<file path="src/rtl/md_sched_pkg.sv">
// Shared encodings and constants for the md_sched multiply/divide sequencer.
package md_sched_pkg;

   typedef enum logic [1:0] {
      MD_MULT  = 2'b00,
      MD_MULTU = 2'b01,
      MD_DIV   = 2'b10,
      MD_DIVU  = 2'b11
   } mdOp_t;

   typedef enum logic [1:0] {
      S_IDLE = 2'b00,
      S_MUL  = 2'b01,
      S_DIV  = 2'b10,
      S_DONE = 2'b11
   } mdState_t;

   // Wide enough to hold WIDTH=32 divide iterations and MUL_CYCLES up to 15.
   localparam int unsigned CNT_W = 6;

   function automatic logic isSignedOp(input mdOp_t op);
      return (op == MD_MULT) || (op == MD_DIV);
   endfunction

endpackage

</file>
<file path="src/rtl/md_sched_div_iter.sv">
// One radix-2 restoring divide step: shift in the next dividend bit, trial-subtract, keep or restore.
module md_sched_div_iter #(
   parameter int unsigned WIDTH = 32
) (
   input  logic [WIDTH-1:0] remIn,
   input  logic [WIDTH-1:0] quoIn,
   input  logic [WIDTH-1:0] divisor,
   output logic [WIDTH-1:0] remOut,
   output logic [WIDTH-1:0] quoOut
);

   logic [WIDTH:0] shifted;
   logic [WIDTH:0] diff;

   always_comb begin
      shifted = {remIn, quoIn[WIDTH-1]};
      diff    = shifted - {1'b0, divisor};
      // A set top bit means the trial subtraction went negative: restore.
      if (diff[WIDTH]) begin
         remOut = shifted[WIDTH-1:0];
         quoOut = {quoIn[WIDTH-2:0], 1'b0};
      end else begin
         remOut = diff[WIDTH-1:0];
         quoOut = {quoIn[WIDTH-2:0], 1'b1};
      end
   end

endmodule

</file>
<file path="src/rtl/md_sched.sv">
// Multi-cycle MULT/MULTU/DIV/DIVU sequencer for the E stage; holds the pipeline until hi/lo are ready.
// Optional macro MD_EARLY_OUT_EN: divides with a zero divisor or |dividend| < |divisor| finish in two cycles.
module md_sched
   import md_sched_pkg::*;
#(
   parameter int unsigned WIDTH      = 32,
   parameter int unsigned MUL_CYCLES = 2
) (
   input  logic             clk,
   input  logic             rst,
   input  logic             startE,
   input  logic [1:0]       opE,
   input  logic [WIDTH-1:0] srcaE,
   input  logic [WIDTH-1:0] srcbE,
   input  logic             flushE,
   output logic             stall_mdE,
   output logic             busy,
   output logic             done,
   output logic [WIDTH-1:0] hiE,
   output logic [WIDTH-1:0] loE
);

   mdState_t         state;
   mdOp_t            opReg;
   logic [CNT_W-1:0] cnt;
   logic [WIDTH-1:0] aReg;
   logic [WIDTH-1:0] bReg;
   logic [WIDTH-1:0] rem;
   logic [WIDTH-1:0] quo;

   logic               divSigned;
   logic [WIDTH-1:0]   bMag;
   logic [WIDTH-1:0]   stepRem;
   logic [WIDTH-1:0]   stepQuo;
   logic               earlyOut;
   logic [WIDTH-1:0]   rawQ;
   logic [WIDTH-1:0]   rawR;
   logic [WIDTH-1:0]   fixQ;
   logic [WIDTH-1:0]   fixR;
   logic [2*WIDTH-1:0] extA;
   logic [2*WIDTH-1:0] extB;
   logic [2*WIDTH-1:0] product;

   function automatic logic [WIDTH-1:0] magOf(input logic [WIDTH-1:0] v, input logic sgn);
      magOf = (sgn && v[WIDTH-1]) ? -v : v;
   endfunction

   assign stall_mdE = rst & startE & ~flushE & (state != S_DONE);
   assign busy      = (state != S_IDLE);

   md_sched_div_iter #(.WIDTH(WIDTH)) divIter (
      .remIn   (rem),
      .quoIn   (quo),
      .divisor (bMag),
      .remOut  (stepRem),
      .quoOut  (stepQuo)
   );

   // Divide result selection and sign fix-up; quo holds |dividend| in the first DIV cycle.
   always_comb begin
      divSigned = (opReg == MD_DIV);
      bMag      = magOf(bReg, divSigned);
`ifdef MD_EARLY_OUT_EN
      earlyOut  = (cnt == CNT_W'(WIDTH)) && ((bMag == '0) || (quo < bMag));
`else
      earlyOut  = 1'b0;
`endif
      rawQ = stepQuo;
      rawR = stepRem;
      if (earlyOut) begin
         rawQ = (bMag == '0) ? '1 : '0;
         rawR = quo;
      end
      fixQ = (divSigned && (aReg[WIDTH-1] ^ bReg[WIDTH-1])) ? -rawQ : rawQ;
      fixR = (divSigned && aReg[WIDTH-1]) ? -rawR : rawR;
   end

   // Low 2*WIDTH bits of the product of sign/zero-extended operands give the signed/unsigned result.
   always_comb begin
      if (isSignedOp(opReg)) begin
         extA = {{WIDTH{aReg[WIDTH-1]}}, aReg};
         extB = {{WIDTH{bReg[WIDTH-1]}}, bReg};
      end else begin
         extA = {{WIDTH{1'b0}}, aReg};
         extB = {{WIDTH{1'b0}}, bReg};
      end
      product = extA * extB;
   end

   always_ff @(posedge clk) begin
      if (!rst) begin
         state <= S_IDLE;
         opReg <= MD_MULT;
         cnt   <= '0;
         aReg  <= '0;
         bReg  <= '0;
         rem   <= '0;
         quo   <= '0;
         done  <= 1'b0;
         hiE   <= '0;
         loE   <= '0;
      end else begin
         done <= 1'b0;
         unique case (state)
            S_IDLE: begin
               if (startE && !flushE) begin
                  aReg  <= srcaE;
                  bReg  <= srcbE;
                  opReg <= mdOp_t'(opE);
                  rem   <= '0;
                  quo   <= magOf(srcaE, opE == MD_DIV);
                  if (opE[1]) begin
                     state <= S_DIV;
                     cnt   <= CNT_W'(WIDTH);
                  end else begin
                     state <= S_MUL;
                     cnt   <= CNT_W'(MUL_CYCLES);
                  end
               end
            end
            S_MUL: begin
               if (flushE) begin
                  state <= S_IDLE;
               end else begin
                  cnt <= cnt - CNT_W'(1);
                  if (cnt == CNT_W'(1)) begin
                     {hiE, loE} <= product;
                     done       <= 1'b1;
                     state      <= S_DONE;
                  end
               end
            end
            S_DIV: begin
               if (flushE) begin
                  state <= S_IDLE;
               end else begin
                  rem <= stepRem;
                  quo <= stepQuo;
                  cnt <= cnt - CNT_W'(1);
                  if (earlyOut || (cnt == CNT_W'(1))) begin
                     hiE   <= fixR;
                     loE   <= fixQ;
                     done  <= 1'b1;
                     state <= S_DONE;
                  end
               end
            end
            S_DONE: begin
               state <= S_IDLE;
            end
            default: begin
               state <= S_IDLE;
            end
         endcase
      end
   end

endmodule

</file>
<file path="config.mk">
export PLATFORM = sky130hd
export DESIGN_NAME = md_sched
export DESIGN_NICKNAME = d
export VERILOG_FILES = /design/src/rtl/md_sched_pkg.sv /design/src/rtl/md_sched_div_iter.sv /design/src/rtl/md_sched.sv
export SDC_FILE = /design/constraint.sdc
export NUM_CORES = 2
export LEC_CHECK = 0
export ABC_AREA = 1
export BUFFER_PORTS_ARGS = -buffer_cell sky130_fd_sc_hd__buf_2
export CORE_AREA = 2 2 463 465
export DETAILED_ROUTE_END_ITERATION = 16
export DIE_AREA = 0 0 465 467
export GPL_ROUTABILITY_DRIVEN = 0
export PLACE_DENSITY = 0.4
export SLEW_MARGIN = 20
export SYNTH_ARGS = -nofsm -noshare
export SYNTH_HDL_FRONTEND = slang
export SYNTH_SLANG_ARGS = --single-unit
</file>
<file path="constraint.sdc">
create_clock -name clk -period 10.7 [get_ports clk]
set_input_delay 2.14 -clock clk [delete_from_list [all_inputs] [get_ports clk]]
set_output_delay 2.14 -clock clk [all_outputs]
set_load 0.01 [all_outputs]
</file>
==> Word level (Yosys, flattened, before mapping) <==
Cells that the tools add are included.
{ "totals": {"regBits": 203, "output_inout_bits": 67, "wordCells": 92, "in_bits": 70} }
{ "classes": {"n_addsub": 6, "muxes": 34, "bitwise_logic": 7, "n_reduce_logical": 20, "n_eq_ne": 14, "n_mul": 1} }
{ "ops": {"columns": ["op", "count"], "rows": [
  ["32-bit two-way mux", 17],
  ["32-bit case mux with 2 select lines", 4],
  ["64-bit two-way mux", 2],
  ["32-bit negation", 4],
  ["64-bit by 64-bit multiplier with 64-bit output", 1],
  ["33-bit by 32-bit subtractor with 33-bit output", 1],
  ["6-bit two-way mux", 3],
  ["2-bit != test, second input constant", 7],
  ["6-bit case mux with 2 select lines", 1],
  ["2-bit == test, second input constant", 4],
  ["2-bit two-way mux", 4],
  ["2-bit nonzero test", 4],
  ["6-bit by 1-bit == test with 1-bit output, second input constant", 1],
  ["2-bit case mux with 3 select lines", 1],
  ["3-bit AND reduction", 2],
  ["6-bit by 1-bit subtractor with 6-bit output, second input constant", 1],
  ["1-bit logical AND", 5],
  ["5-bit AND reduction", 1],
  ["2-bit logical NOT", 2],
  ["2-bit AND reduction", 2],
  ["1-bit bitwise AND", 3],
  ["3-bit by 1-bit != test with 1-bit output, second input constant", 1],
  ["1-bit inverter", 3],
  ["3-bit OR reduction", 1],
  ["other kinds (6)", 7]
]} }

==> Logic depth before layout (Yosys ltp) <==
{ "logic_depth": {"ltp_word": 10, "depth_mapped": 45, "depth_no_buf": 43} }

==> By module <==
A second synthesis with hierarchy kept.
{ "unflattened": {"hier_cells": 8484, "area_unflattened_um2": 64167.8} }
{ "by_module_without_submodules": {"columns": ["module", "n_inst", "cells_each", "area_each_um2", "seq_area_each_um2"], "rows": [
  ["md_sched", 1, 7772, 60684.5, 4063.9],
  ["md_sched_div_iter", 1, 712, 3483.3, 0.0]
]} }

==> Least setup slack after synthesis <==
Ideal clock, no wire load.
{ "synth_path": {"kind": "flip-flop to flip-flop", "from": "reg opReg[0]", "to": "reg hiE[25]", "n_path_buf": 4, "t_arrival_ns": 9.212, "setup_ns": 0.070, "stages_incl_launch_ff": 35, "required_time_ns": 10.630, "synth_period_minus_slack_ns": 9.281, "path_slack_ns": 1.419, "cell_sequence": "dfxtp_1 -> clkbuf_1 -> clkbuf_1 -> buf_1 -> buf_1 -> nor2_1 -> fa_1 -> inv_1 -> fa_1 -> inv_1 -> fa_1 -> inv_1 -> fa_1 -> inv_1 -> fa_1 -> fa_1 -> fa_1 -> fa_1 -> fa_1 -> inv_1 -> fa_1 -> inv_1 -> ha_1 -> nand2_1 -> nor2_1 -> inv_1 -> nor2_1 -> nand2_1 -> or2_2 -> nand3_1 -> xor2_1 -> nand2_1 -> nand2_1 -> inv_1 -> a21oi_1"} }
{ "synth_between": {"elab_chain_len": 10, "elab_cells_between_ends": 18, "cone_classes": "add/sub: 2; mul: 1; eq/ne: 1; mux: 10; reduce/logical: 4"} }
{ "synth_lines": {"columns": ["element", "line", "source"], "rows": [
  ["start, declared", "md_sched.sv:24", "mdOp_t opReg;"],
  ["start signal, assigned", "md_sched.sv:109", "opReg <= mdOp_t'(opE);"],
  ["branches (longest 9 deep; another with 64-bit by 64-bit multiplier with 64-bit output)", null, null],
  ["32-bit case mux with 2 select lines *", "md_sched.sv:104", "unique case (state)"],
  ["end signal, assigned", "md_sched.sv:127", "{hiE, loE} <= product;"],
  ["end signal, assigned", "md_sched.sv:141", "hiE <= fixR;"],
  ["end, declared", "md_sched.sv:19", "output logic [WIDTH-1:0] hiE,"]
]} }
Mark *: on every way between the ends. The select of a mux whose other input is x is not followed.
A chain may end at the register's enable or synchronous reset.

==> Worst setup path in the final report <==
{ "layout_path": {"from": "reg aReg[31]", "to": "reg hiE[9]"} }
{ "layout_between": {"elab_chain_len": 5, "elab_cells_between_ends": 9, "cone_classes": "mul: 1; mux: 7; reduce/logical: 1"} }
{ "layout_lines": {"columns": ["element", "line", "source"], "rows": [
  ["start, declared", "md_sched.sv:26", "logic [WIDTH-1:0] aReg;"],
  ["start signal, assigned", "md_sched.sv:107", "aReg <= srcaE;"],
  ["64-bit two-way mux or 1-bit logical AND (tied branches)", "md_sched.sv:80, md_sched.sv:75", null],
  ["64-bit by 64-bit multiplier with 64-bit output or 32-bit two-way mux (tied branches)", "md_sched.sv:87, md_sched.sv:75", null],
  ["32-bit two-way mux (on tied branches)", "md_sched.sv:126, md_sched.sv:140", null],
  ["32-bit two-way mux (on tied branches)", "md_sched.sv:122, md_sched.sv:134", null],
  ["32-bit case mux with 2 select lines *", "md_sched.sv:104", null]
]} }
Mark *: on every way between the ends. The rest lies on a longest branch, timed or not. The select of a mux whose other input is x is not followed.

==> metrics.md <==
| Metric | Value |
|---|---|
| Status | finished, final reports clean |
| Busiest grt layer | met2 |
| Synthesized net count | a little over 10000 |
| Startpoint Class | flop |
| Dpl cells | around 11000 |
| Synth cell types | 60 |
| # DRC | 0 |
| DRT Pass-1 Iters | 5 |
| CP endpoint kind | flop |
| Top cell type's share of synthesized area | between 40 and 50% |
| CTS resizes | 0 |
| Initial antenna violation count | 16 |
| Synthesis warning total | 0 |
| TritonCTS clock tree | done |
| Worst slew pin tran | about 1.3 ns |
| Final min period | between 10 and 15 ns |
| Initial DRC Count | approximately 3800 |
| First-pass GRT wire length | 388 mm |
| TritonCTS Buffers | 30 |
| Total Routing Usage GR | 24.4% |
| Vias | approximately 52000 |
| Initial Util | ~30% |
| Area grow syn2layout | 8.39% |
| Synthesized instance count | roughly 8300 |
| Routing usage on met3 | 1.61% |
| Final Max Tran Viols | 0 |
| Avg WL per Cell | about 24 um |
| Filler Cell Count | roughly 23000 |
| Core Area | between 200000 and 250000 um2 |
| CP max FO | 33 |
| Num ports | 137 |
| Setup Buffers After CTS | 0 |
| Relative slew slack | roughly an eighth |
| Fmax | roughly 0.099 GHz |
| H-tree depth | 1 |
| Maximum clock insertion buffer count | 3 |
| Avg Inst Size Synth | approximately 7.7 um2 |
| Number of port buffers | between 100 and 150 |
| DP Worst Slack | 0.825 ns |
| Vias in the first global route | about 56000 |
| Count of flip-flops with a built-in enable after synthesis | 0 |
| # clock sinks | 203 |
| Crit path buf inv count | 9 |
| Top cell family by delay on the critical path | adder cells |
| DPL Wire Length | 218 mm |
| Req. time, crit path | ~11 ns |
| Unrepaired setup endpoints after global routing | false |
| Setup TNS | 0 ns |
| Worst clock skew | between 0.05 and 0.06 ns |
| Vias per cell | about 4.7 |
| Antenna viol nets, final | 0 |
| Top cell type by total area after synthesis | fa_1 |
| Largest net degree at the start of global routing | 120 |
| Leak | between 30 and 40 nW |
| Worst-Skew Late Latency | 0.64 ns |
| #FFs+latches synth | 203 |
| Rows | roughly 170 |
| Final setup violation count | 0 |
| Chip width | roughly 470 um |
| Total gr overflow | 0 |
| PwrDens | approximately 190 nW/um2 |
| Routed WL | 263 mm |
| Max stage delay on crit path | around 0.88 ns |
| Async set or reset register ratio after synthesis | 0% |
| Worst path slowest cell | o21ai_0 |
| Cell mode on critical path | fa_1 |
| Ranking of synthesized cells by area | fa_1 (45%), inv_1 (15%), nand2_1 (10%), ha_1 (6.9%), dfxtp_1 (6.4%) |
| Crit path kind | flop to flop |
| Peak VDD IR | 0.179 mV |
| M2 GR Usage | between 40% and 50% |
| WP data arrival | ~11 ns |
| Worst hold path class | flop to flop |
| Endpoints failing hold | 0 |
| Main flop type after synthesis | dfxtp_1 |
| Die H | roughly 470 um |
| Met1 Use GR | between 30 and 40% |
| Non-filler instance count after layout | approximately 11000 |
| Setup ws final | around 0.60 ns |
| Share of post-route cells with drive strength above 1 | about 6% |
| Hold-fix buffers at CTS | 0 |
| Nets | about 10000 |
| Mapped cell area | ~63000 um2 |
| MaxCap Viol Count | 0 |
| Hold_ws | around 0.47 ns |
| Final period util | about 94% |
| Root Driver | clkbuf_16 |
| Die area | approximately 220000 um2 |
| Seq/Total Area, Yosys | 6.41% |
| Clock-pin slew on the worst setup and hold paths | around 0.06 ns |
==> where the power goes <==
group	internal [W]	switching, W	total [W]
Sequential	0.000867	0.000336	0.00120
Clock	0.000697	0.000441	0.00114
Combinational	0.00346	0.00726	0.0107
Total	0.00502	0.00803	0.0131
==> Yosys cell counts (3+ instances only) <==
library cell  number
inv_1           2502
nand2_1         1768
fa_1            1420
nor2_1           395
ha_1             351
clkbuf_1         323
a21oi_1          318
o21ai_0          273
dfxtp_1          203
nand3_1          199
xor2_1            82
nor3_1            48
a31oi_1           47
xnor2_1           41
nand4_1           35
buf_1             33
nand2_2           27
or2_2             26
o211ai_1          22
nor4_1            16
o221ai_1          16
a21o_1            15
o21bai_1          14
nand3b_1           9
nor2_2             9
o21a_1             8
nand2_4            7
o31ai_1            7
inv_2              6
nand3_2            6
nor2_4             5
a211oi_1           4
buf_2              3
clkinv_1           3
o21ai_1            3
o21ai_2            3
==> state kept, by name, indices dropped and copies added, names as in the netlist <==
name	cells
aReg	32
bReg	32
cnt	6
done	1
hiE	32
loE	32
opReg	2
quo	32
rem	32
state	2
==> routing by layer <==
layer / wire length [um] / part of all wire, % / vias to the layer above
li1: - / - / 23600
met1: 118000 / 45 / 26900
met2: 124000 / 47 / 1480
met3: 11900 / 4.5 / 246
met4: 8830 / 3.4 / 4
met5: 34 / 0.013 / -
==> final timing paths <==
check | startpoint | slack, ns | to | cells past startpoint
max | aReg[31] | 0.60 | hiE[9] | 29
min | quo[3] | 0.47 | quo[3] | 2
max reg2reg | aReg[31] | 0.60 | hiE[9] | 29
min reg2reg | quo[3] | 0.47 | quo[3] | 2
==> stage by stage <==
step	area (um2)	total power [W]	util, %
detailed placement	67600	0.0119	31.9
global placement	67600	0.0119	31.9
finish	68700	0.0131	32.5
floorplan	63400	0.00763	-
global route	68700	0.0142	32.5
CTS	68700	0.0131	32.5
==> logic make-up after synthesis <==
logic type	synth area share (%)
compound gates	6.49
xor+xnor	1.70
fa+ha+maj	51.8
buf+inv	17.1
flops	6.41
simple gates	16.5
==> final cells by class <==
| cell class | instances | area (um2) | share of cell area, % |
|---|---|---|---|
| inverters | 2511 | 9430 | 13.7 |
| well taps | 2821 | 3530 | 5.14 |
| flip-flops and latches | 203 | 4130 | 6.01 |
| clock inverters | 13 | 219 | 0.319 |
| diodes | 5 | 12.5 | 0.0182 |
| multi-input cells | 5202 | 48500 | 70.6 |
| clock buffers | 43 | 890 | 1.29 |
| repair buffers | 286 | 1980 | 2.88 |
==> worst register-to-register path: cells and delay by family (launching register included) <==
kind,cells,cell delay [ns]
AO/OA/AOI/OAI,6,1.88
AND/OR/NAND/NOR,3,0.93
flip-flops,1,0.33
adder cells (fa/ha/maj),11,5.48
buffers and inverters,9,1.32
==> cell usage in the layout, fill, tap and decap left out, types with 22 or more instances in the layout <==
cell type / count
dfxtp_2: 51
inv_1: 2501
nand3_1: 199
a21oi_1: 317
xnor2_1: 41
nor2_1: 393
nand2_2: 28
o21ai_0: 272
buf_2: 136
o211ai_1: 22
ha_1: 350
dfxtp_1: 152
fa_1: 1420
a31oi_1: 47
nand4_1: 35
or2_2: 26
xor2_1: 82
nor3_1: 47
clkbuf_16: 30
nand2_1: 1767
buf_4: 136
Power figures use the tool's default switching activity.
